==> src/rtl/alu_pkg.sv <==
// Shared encodings for the sequential Hack ALU: operation modes and controller states.
package alu_pkg;

   typedef enum logic [1:0] {
      MODE_HACK = 2'b00,
      MODE_MUL  = 2'b01,
      MODE_SHL  = 2'b10,
      MODE_SAR  = 2'b11
   } mode_e;

   typedef enum logic [1:0] {
      ST_IDLE = 2'b00,
      ST_MUL  = 2'b01,
      ST_DONE = 2'b10
   } state_e;

endpackage

==> src/rtl/hack_alu_core.sv <==
// Combinational zx/nx/zy/ny/f/no datapath of the Hack ALU, widened to WIDTH bits,
// with the carry-out of the adder exposed.
module hack_alu_core #(
   parameter int WIDTH = 16
) (
   input  logic [WIDTH-1:0] x,
   input  logic [WIDTH-1:0] y,
   input  logic             zx,
   input  logic             nx,
   input  logic             zy,
   input  logic             ny,
   input  logic             f,
   input  logic             no,
   output logic [WIDTH-1:0] result,
   output logic             cy
);

   logic [WIDTH-1:0] x_z, x_n, y_z, y_n, f_val;
   logic [WIDTH:0]   sum;

   // NOTE: every output of this always_comb gets a value on every path, so no latch is inferred.
   always_comb begin
      x_z    = zx ? '0 : x;
      x_n    = nx ? ~x_z : x_z;
      y_z    = zy ? '0 : y;
      y_n    = ny ? ~y_z : y_z;
      sum    = {1'b0, x_n} + {1'b0, y_n};
      f_val  = f ? sum[WIDTH-1:0] : (x_n & y_n);
      result = no ? ~f_val : f_val;
      // Carry is taken from the adder before the output inversion.
      cy     = f & sum[WIDTH];
   end

endmodule

==> src/rtl/alu_seq.sv <==
// Handshaked, registered Hack ALU with an iterative shift-add multiplier and 1-bit shifts.
// Latency-1 modes compute at the accept edge; MUL iterates WIDTH cycles before DONE.
module alu_seq
   import alu_pkg::*;
#(
   parameter int WIDTH = 16
) (
   input  logic             i_Clk,
   input  logic             i_Reset,
   input  logic             i_Valid,
   output logic             o_Ready,
   input  logic [WIDTH-1:0] i_X,
   input  logic [WIDTH-1:0] i_Y,
   input  logic [1:0]       i_Mode,
   input  logic             i_ZX,
   input  logic             i_NX,
   input  logic             i_ZY,
   input  logic             i_NY,
   input  logic             i_F,
   input  logic             i_NO,
   output logic             o_Valid,
   input  logic             i_Ready,
   output logic [WIDTH-1:0] o_Result,
   output logic             o_ZR,
   output logic             o_NG,
   output logic             o_CY
);

   localparam int CNT_W = $clog2(WIDTH) + 1;

   state_e             state_q, state_d;
   mode_e              mode_in;
   logic               accept;
   logic               mul_last;

   logic [CNT_W-1:0]   cnt_q;
   logic [2*WIDTH-1:0] acc_q, acc_next, mcand_q;
   logic [WIDTH-1:0]   mplier_q;

   logic [WIDTH-1:0]   core_result;
   logic               core_cy;
   logic [WIDTH-1:0]   load_result;
   logic               load_cy;
   logic               load_en;

   assign mode_in  = mode_e'(i_Mode);
   assign o_Ready  = (state_q == ST_IDLE) && !i_Reset;
   assign o_Valid  = (state_q == ST_DONE);
   assign accept   = i_Valid && o_Ready;
   assign mul_last = (state_q == ST_MUL) && (cnt_q == CNT_W'(WIDTH - 1));
   assign acc_next = mplier_q[0] ? acc_q + mcand_q : acc_q;

   hack_alu_core #(
      .WIDTH (WIDTH)
   ) u_core (
      .x      (i_X),
      .y      (i_Y),
      .zx     (i_ZX),
      .nx     (i_NX),
      .zy     (i_ZY),
      .ny     (i_NY),
      .f      (i_F),
      .no     (i_NO),
      .result (core_result),
      .cy     (core_cy)
   );

   // NOTE: sequential state uses non-blocking assignments so every register samples pre-edge values.
   always_ff @(posedge i_Clk) begin
      if (i_Reset) state_q <= ST_IDLE;
      else         state_q <= state_d;
   end

   always_comb begin
      state_d = state_q;
      case (state_q)
         ST_IDLE: if (accept)   state_d = (mode_in == MODE_MUL) ? ST_MUL : ST_DONE;
         ST_MUL:  if (mul_last) state_d = ST_DONE;
         ST_DONE: if (i_Ready)  state_d = ST_IDLE;
         default:               state_d = ST_IDLE;
      endcase
   end

   // NOTE: multiplier datapath registers carry no reset; they are always reloaded at accept.
   always_ff @(posedge i_Clk) begin
      if (accept) begin
         acc_q    <= '0;
         mcand_q  <= {{WIDTH{1'b0}}, i_X};
         mplier_q <= i_Y;
         cnt_q    <= '0;
      end else if (state_q == ST_MUL) begin
         acc_q    <= acc_next;
         mcand_q  <= mcand_q << 1;
         mplier_q <= mplier_q >> 1;
         cnt_q    <= cnt_q + CNT_W'(1);
      end
   end

   // Selects what the output registers capture: an immediate result at accept, or the final product.
   always_comb begin
      load_en     = 1'b0;
      load_result = '0;
      load_cy     = 1'b0;
      if (mul_last) begin
         load_en     = 1'b1;
         load_result = acc_next[WIDTH-1:0];
         load_cy     = |acc_next[2*WIDTH-1:WIDTH];
      end else if (accept) begin
         case (mode_in)
            MODE_HACK: begin
               load_en     = 1'b1;
               load_result = core_result;
               load_cy     = core_cy;
            end
            MODE_SHL: begin
               load_en     = 1'b1;
               load_result = {i_X[WIDTH-2:0], 1'b0};
               load_cy     = i_X[WIDTH-1];
            end
            MODE_SAR: begin
               load_en     = 1'b1;
               load_result = {i_X[WIDTH-1], i_X[WIDTH-1:1]};
               load_cy     = i_X[0];
            end
            default: ;
         endcase
      end
   end

   always_ff @(posedge i_Clk) begin
      if (i_Reset) begin
         o_Result <= '0;
         o_ZR     <= 1'b0;
         o_NG     <= 1'b0;
         o_CY     <= 1'b0;
      end else if (load_en) begin
         o_Result <= load_result;
         o_ZR     <= (load_result == '0);
         o_NG     <= load_result[WIDTH-1];
         o_CY     <= load_cy;
      end
   end

endmodule

==> config.mk <==
export PLATFORM = sky130hd
export DESIGN_NAME = alu_seq
export DESIGN_NICKNAME = d
export VERILOG_FILES = /design/src/rtl/alu_pkg.sv /design/src/rtl/hack_alu_core.sv /design/src/rtl/alu_seq.sv
export SDC_FILE = /design/constraint.sdc
export NUM_CORES = 1
export LEC_CHECK = 0
export CAP_MARGIN = 10
export CORE_MARGIN = 3
export CORE_UTILIZATION = 35
export CTS_CLUSTER_DIAMETER = 60
export CTS_CLUSTER_SIZE = 14
export DETAILED_ROUTE_END_ITERATION = 16
export SYNTH_ARGS = -nofsm -noshare
export SYNTH_HDL_FRONTEND = slang
export SYNTH_HIERARCHICAL = 1
export SYNTH_SLANG_ARGS = --single-unit
==> constraint.sdc <==
create_clock -name i_Clk -period 11.2 [get_ports i_Clk]
set_clock_uncertainty 0.05 [all_clocks]
set_input_delay 2.24 -clock i_Clk [delete_from_list [all_inputs] [get_ports i_Clk]]
set_output_delay 2.24 -clock i_Clk [all_outputs]
set_load 0.02 [all_outputs]
# Word-level counts from Yosys, hierarchy flattened
# Cells that the tools add are included.
# W data, S select, Z words.
totals:
  reg_bits: 106
  elab_cells: 63
  output_inout_bits: 21
op_classes:
  mux: 25
  reduce_logical: 11
  bitwise_logic: 5
  addsub: 3
  eq_ne: 9
op_table:
  columns: ["operator", "count"]
  rows:
  - ["$mux W16", 12]
  - ["$not A16 Y16", 3]
  - ["$pmux W16 S3", 1]
  - ["$add A32 B32 Y32", 1]
  - ["$mux W32", 1]
  - ["$add A16 B16 Y17", 1]
  - ["$and A16 B16 Y16", 1]
  - ["$logic_not A16 Y1", 1]
  - ["$reduce_or A16 Y1", 1]
  - ["$mux W2", 4]
  - ["$eq A2 B2 Y1 const B", 3]
  - ["$pmux W2 S3", 1]
  - ["$add A5 B1 Y5 const B", 1]
  - ["$eq A5 B4 Y1 const B", 1]
  - ["$mux W1", 5]
  - ["$eq A2 B1 Y1 const B", 2]
  - ["$logic_not A2 Y1", 2]
  - ["$ne A2 B2 Y1 const B", 2]
  - ["$logic_and A1 B1 Y1", 3]
  - ["$pmux W1 S3", 1]
  - ["$reduce_and A3 Y1", 1]
  - ["$reduce_or A3 Y1", 1]
  - ["$ne A2 B1 Y1 const B", 1]
  - ["$reduce_bool A2 Y1", 1]
  - ["2 further kinds", 2]

# Depth between registers and ports, before layout
# Gate-level depths: netlist of the first run.
logic_depth:
  word_depth: 11
  ltp_mapped: 17

# Hierarchy
# Netlist of the first run, hierarchy kept.
by_module_without_submodules:
  columns: ["mod", "instances", "area_per_inst_um2", "cells_per_inst", "seq_area_each_um2"]
  rows:
  - ["alu_seq", 1, 6422.4, 792, 2422.3]
  - ["hack_alu_core", 1, 1711.6, 240, 0.0]

# Worst setup path after synthesis of the first run
# Ideal clock, no wire load.
synth_timing:
  path_type: "input port to flip-flop"
  from: "input i_NX"
  to: "register o_ZR"
  arrival_time_ns: 5.761
  path_buffers: 2
  slack_ns: 5.329
  path_stages: 16
  path_cell_list: "clkbuf_1 -> clkbuf_1 -> xnor2_1 -> fa_1 -> a21oi_1 -> o211ai_1 -> a21oi_1 -> xnor2_1 -> mux2i_1 -> xnor2_1 -> a22oi_1 -> o22ai_1 -> or4_1 -> nor4_1 -> o211a_1 -> a32o_1"
synth_between:
  elab_chain_len: 9
  word_cells_on_any_way: 10
synth_rtl:
  columns: ["element", "line_no", "text"]
  rows:
  - ["start, declared", "alu_seq.sv:16", "input logic i_NX,"]
  - ["$mux W16 (*)", "hack_alu_core.sv:24", "x_n = nx ? ~x_z : x_z;"]
  - ["$add A16 B16 Y17 or $and A16 B16 Y16 (tied branches)", "hack_alu_core.sv:27, hack_alu_core.sv:28", null]
  - ["$mux W16 (*)", "hack_alu_core.sv:28", "f_val = f ? sum[WIDTH-1:0] : (x_n & y_n);"]
  - ["$not A16 Y16", "hack_alu_core.sv:29", "result = no ? ~f_val : f_val;"]
  - ["$mux W16 (*)", "hack_alu_core.sv:29", null]
  - ["via core_result[10]", "alu_seq.sv:40", "logic [WIDTH-1:0] core_result;"]
  - ["$pmux W16 S3 (*)", "alu_seq.sv:109", "case (mode_in)"]
  - ["$mux W16 (*)", "alu_seq.sv:108", "end else if (accept) begin"]
  - ["$mux W16 (*)", "alu_seq.sv:104", "if (mul_last) begin"]
  - ["$logic_not A16 Y1 (*)", "alu_seq.sv:138", "o_ZR <= (load_result == '0);"]
  - ["end signal, assigned", "alu_seq.sv:138", null]
  - ["end, declared", "alu_seq.sv:24", "output logic o_ZR,"]
# The timed path passes the listed nets; every way through them passes the cells marked *.
# A chain may end at the register's enable or synchronous reset.

# Worst setup path in the final report of the first run
layout_timing:
  from: "input i_Reset"
  to: "output o_Ready"
layout_between:
  elab_chain_len: 2
layout_rtl:
  columns: ["element", "line_no", "text"]
  rows:
  - ["start, declared", "alu_seq.sv:9", "input logic i_Reset,"]
  - ["$logic_not A1 Y1", "alu_seq.sv:47", "assign o_Ready = (state_q == ST_IDLE) && !i_Reset;"]
  - ["$logic_and A1 B1 Y1", "alu_seq.sv:47", null]
  - ["end, declared", "alu_seq.sv:11", "output logic o_Ready,"]
# Every way passes these cells.

==> impl_metrics.yaml, run 1 <==
run_status:
  status: "finished clean"
final_layout:
  multi_input_area_mm2: 0.00541
  post-route-util_pct: 40.9
  nets: 1154
  synthToLayoutAreaGrowth_pct: 14.2
  fillers: 2377
  layout-drive-gt1-share_pct: 5.73
  diodes: 0
  layoutNonFillerInstCount: 1349
  final_area_mm2: 0.00929
  regArea_mm2: 0.00242
hold_path:
  min_delay_path_depth: 2
  min_to: "cnt_q[4]"
  min-delay-start: "cnt_q[4]"
  hold_class: "flop to flop"
power_and_ir_drop:
  p_per_area_mw_per_mm2: 119
  vdd_drop_max_uv: 68.8
  p_leak_nw: 3.68
  power.total_mw: 1.11
place:
  gp_congestion: 0.913
  pre_cts_ws_ns: 4.43
  dp_hpwl_um: 18000
  place_area_mm2: 0.00899
  port_buffers: 64
  placed_cells: 1333
route:
  num_vias: 7499
  drt_wl_total_um: 24100
  drt_iter0_drc: 505
  vias_per_cell: 5.56
  first_pass_iters: 5
  ant_nets: 0
  route.detailed.drc: 0
  routedWlPerCell_um: 17.9
sta:
  rsz0062_at_grt: "no"
  worst_pin_slew_ns: 0.940
  relSlewSlack_pct: 37.1
  hold_ws_ns: 0.430
  setup_viol: 0
  fmax_mhz: 149
  fin_tns_setup_ns: 0
  setup_ws_ns: 4.47
  post-route-min-period_ns: 6.73
  hold_viol: 0
  period_share_pct: 60.1
  maxSlewViolCount: 0
die:
  rows: 55
  fp.coreArea_mm2: 0.0227
  die_x_um: 158
  die_h_um: 158
  io_pins: 65
  initial_utilization_pct: 35.8
  die_area_mm2: 0.0251
worst_setup_path:
  reg2reg_depth: 12
  reg2reg_to: "o_CY"
  crit_arrival_ns: 4.44
  endpoint_kind: "output pin"
  cp-start-kind: "input port"
  reg2reg_slack_ns: 7.31
  reg2reg_from: "mcand_q[0]"
  path_class: "input port to output pin"
  cp_max_fo: 21
  crit_required_ns: 8.91
grt:
  grt_pass1_wl_um: 37800
  antenna_found_initial: 0
  grt_max_degree: 71
  grt_usage_pct: 19.2
  grt_overflow: 0
  grt_pass1_vias: 6902
synth:
  synth_seq_cells: 105
  synth_fp_nets: 1127
  syn-instance-count: 1032
  syn_area_per_cell_um2: 7.88
  syn_area_mm2: 0.00813
  synth_edf_count: 32
  yosysWarningCount: 6
  synth_flop_cell: "dfxtp_1"
  synth_top_area_cell: "dfxtp_1"
  ys_async_sr_fraction_pct: 0
  synth_top_area_share_pct: 18.0
  synth_cell_type_count: 72
  synth_area_leaders: "dfxtp_1 18%, edfxtp_1 12%, nand2_1 8.7%"
  yosysSeqAreaShare_pct: 29.8
  yosysMostFrequentCell: "nand2_1"
  synth_commonest_cells: "189 x nand2_1, 75 x o21ai_0, 73 x dfxtp_1"
clocking:
  clkSinkCount: 105
  htree_levels: 3
  cts_tree: "yes"
  clockBufferDepth: 2
  clk_transition_reported_paths_ns: 0.09
  cts_root_buf: "clkbuf_16"
  cts_resized: 0
  cts_setup_buffers: 0
  numCtsBuffers: 9
  clock_latency_ns: 0.36
  postCtsHoldBufs: 0
flow_run:
  maxCapViolCount: 0
## cell type report
cell class	instances	share of cell area [%]
well taps	285	3.84
repair buffers	76	7.86
inverters	19	0.767
clock inverters	7	0.862
multi-input cells	848	58.2
flip-flops and latches	105	26.1
clock buffers	9	2.42
## state kept, by name (all words and copies together), names as in the netlist
signal / count
acc_q: 32
o_CY: 1
o_Result: 16
cnt_q: 5
state_q: 2
mplier_q: 16
o_ZR: 1
mcand_q: 32
## routing by layer
metal  routed length, um  vias to the layer above  GRT usage (%)
met5                   0                        -              0
met4                 528                        0           5.20
met3                1120                       26           2.64
met2               11000                      202           30.8
met1               11400                     3516           27.1
li1                    -                     3755              -
## worst max-delay path: stages
cell	delay, ns
clkdlybuf4s50_1	0.85
nor3_1	0.63
clkdlybuf4s50_1	0.71
## placed cells by master (no fill, tap or decap), types with 5 or more instances in the layout
cell,n
a21o_1,20
a21oi_1,72
a22oi_1,15
a31oi_1,10
and3_1,13
buf_4,12
clkbuf_16,9
clkdlybuf4s50_1,64
dfxtp_1,73
edfxtp_1,32
ha_1,49
inv_1,19
mux2_2,16
mux2i_1,15
nand2_1,187
nand2b_1,38
nand3_1,42
nand4_1,12
nand4b_1,5
nor2_1,47
nor2b_1,12
nor3_1,8
nor3b_1,6
nor4_1,6
o2111ai_1,5
o211ai_1,6
o21a_1,7
o21ai_0,75
o21bai_1,8
o22a_1,5
o22ai_1,7
or3_1,8
xnor2_1,67
xor2_1,12
## worst max-delay path by stage
stage          slack, ns       to  cells past startpoint    start
2_1_floorplan       5.33     o_ZR                     16     i_NX
3_3_place_gp        4.49     o_ZR                     16     i_NX
3_5_place_dp        4.43     o_ZR                     16     i_NX
4_1_cts             4.49  o_Ready                      3  i_Reset
5_1_grt             4.27  o_Ready                      3  i_Reset
6_report            4.47  o_Ready                      3  i_Reset
## power breakdown
part	internal (mW)	switching (mW)	total, mW
combinational	0.148	0.201	0.350
sequential	0.417	0.0159	0.433
clock	0.160	0.166	0.326
## logic make-up after synthesis
logic type,count (synthesis),synth area share [%]
simple gates,414,24.6
compound gates,273,21.2
flops,105,29.8
xor+xnor,79,8.51
buf+inv,79,3.86
fa+ha+maj,51,8.03
mux,31,4.06
Note: power is estimated with default switching activity, not from simulation.
==> run 2: changes to the inputs <==
- clock period: 11.2 -> 7 ns (I/O delays scaled with it)
==> impl_metrics.yaml, run 2 (synthesis results as in run 1) <==
run_status:
  status: "finished clean"
worst_setup_path:
  reg2reg_to: "o_CY"
  reg2reg_slack_ns: 3.20
  cp-start-kind: "input port"
  reg2reg_from: "mcand_q[0]"
  endpoint_kind: "flop"
  crit_required_ns: 7.26
  reg2reg_depth: 12
  cp_max_fo: 16
  path_class: "input port to flop"
  crit_arrival_ns: 5.61
clocking:
  cts_setup_buffers: 0
  cts_tree: "yes"
  htree_levels: 3
  numCtsBuffers: 9
  clkSinkCount: 105
  postCtsHoldBufs: 0
  cts_root_buf: "clkbuf_16"
  clockBufferDepth: 2
  clk_transition_reported_paths_ns: 0.08
  clock_latency_ns: 0.36
  cts_resized: 0
flow_run:
  maxCapViolCount: 0
route:
  wl_met2_um: 11400
  ant_nets: 0
  first_pass_iters: 5
  drt_wl_total_um: 24200
  top_layer: "met4"
  routedWlPerCell_um: 17.9
  num_vias: 7433
  vias_per_cell: 5.50
  wl_met3_um: 1020
  route.detailed.drc: 0
  drt_iter0_drc: 490
  wl_met1_um: 10900
power_and_ir_drop:
  vdd_drop_max_uv: 92.6
  p_leak_nw: 3.67
  p_per_area_mw_per_mm2: 188
die:
  rows: 55
  die_h_um: 158
  die_x_um: 158
  fp.coreArea_mm2: 0.0227
  die_area_mm2: 0.0251
  initial_utilization_pct: 35.8
  io_pins: 65
final_layout:
  nets: 1156
  mostFrequentLayoutCell: "nand2_1"
  layoutNonFillerInstCount: 1351
  layout-drive-gt1-share_pct: 5.63
  top_regs: "acc_q: 32 flops, mcand_q: 32 flops"
  fillers: 2343
  layout_common_cells: "187 x nand2_1, 75 x o21ai_0, 73 x dfxtp_1"
  synthToLayoutAreaGrowth_pct: 13.9
  diodes: 0
sta:
  fin_tns_setup_ns: 0
  maxSlewViolCount: 0
  hold_viol: 0
  rsz0062_at_grt: "no"
  post-route-min-period_ns: 5.36
  fmax_mhz: 187
  setup_viol: 0
  period_share_pct: 76.5
  worst_pin_slew_ns: 0.966
  relSlewSlack_pct: 35.1
place:
  dp_hpwl_um: 18000
  gp_congestion: 0.946
  placed_cells: 1335
  port_buffers: 64
hold_path:
  hold_class: "flop to flop"
  min-delay-start: "o_Result[1]"
  min_to: "o_Result[1]"
  min_delay_path_depth: 2
grt:
  grt_pass1_wl_um: 37800
  grt_max_degree: 70
  grt_pass1_vias: 7013
  grt_overflow: 0
  antenna_found_initial: 0
  grt_usage_pct: 19.2
==> run 2: changes by cell type in the layout (fill, tap and decap cells not counted) <==
cell        previous run  this run
inv_8                  2         0
clkinvlp_2             0         1
clkinv_8               2         0
buf_4                 12        14
clkinv_4               0         1
clkinv_1               0         1
inv_6                  2         0
clkinvlp_4             1         2
clkbuf_1               0         2
==> run 2: where the power goes <==
group	internal [mW]	switching, mW	total [mW]	leakage (nW)
combinational	0.238	0.322	0.560	2.66
clock	0.241	0.250	0.491	0.119
sequential	0.667	0.0237	0.691	0.893
total	1.15	0.595	1.74	3.67
==> run 2: worst max-delay path by stage <==
stage / end / slack [ns] / start
floorplan: o_ZR / 1.97 / i_NX
finish: o_ZR / 1.64 / i_ZX
CTS: o_ZR / 1.68 / i_ZX
global route: o_ZR / 1.29 / i_ZX
detailed placement: o_ZR / 1.29 / i_ZX
global placement: o_ZR / 1.36 / i_ZX
==> run 2: area by class of cell <==
type	instances	area, um2	share of cell area (%)
clock buffers	11	233	2.51
inverters	19	71.3	0.770
clock inverters	5	32.5	0.351
flip-flops and latches	105	2420	26.1
well taps	285	357	3.85
multi-input cells	848	5410	58.3
repair buffers	78	746	8.05
==> run 2: critical path, stage by stage <==
cell,delay [ns]
clkdlybuf4s50_1,0.61
nand2b_1,0.26
xnor2_1,0.14
ha_1,0.25
fa_1,0.46
a21oi_1,0.24
o211ai_1,0.18
a21oi_1,0.23
xnor2_1,0.14
mux2i_1,0.10
xnor2_1,0.15
a22oi_1,0.18
o22ai_1,0.11
or4_1,0.55
nor4_1,0.30
o211a_1,0.19
a32o_1,0.11
==> run 2: per-stage QoR <==
stage	hold WS, ns	total power, mW	setup WS [ns]	area [um2]	utilization [%]
3_5_place_dp	0.402	1.26	1.29	9000	39.6
4_1_cts	0.417	1.75	1.68	9270	40.8
2_1_floorplan	0.394	1.10	1.97	8130	-
5_1_grt	0.429	1.83	1.29	9270	40.8
3_3_place_gp	0.402	1.25	1.36	9000	39.6
6_report	0.412	1.74	1.64	9270	40.8
==> run 2: per-layer routing <==
metal  GRT usage, %  vias to the layer above
met2           31.7                      174
met3           2.94                       42
met4           7.99                        0
li1               -                     3746
met5              0                        -
met1           25.0                     3471
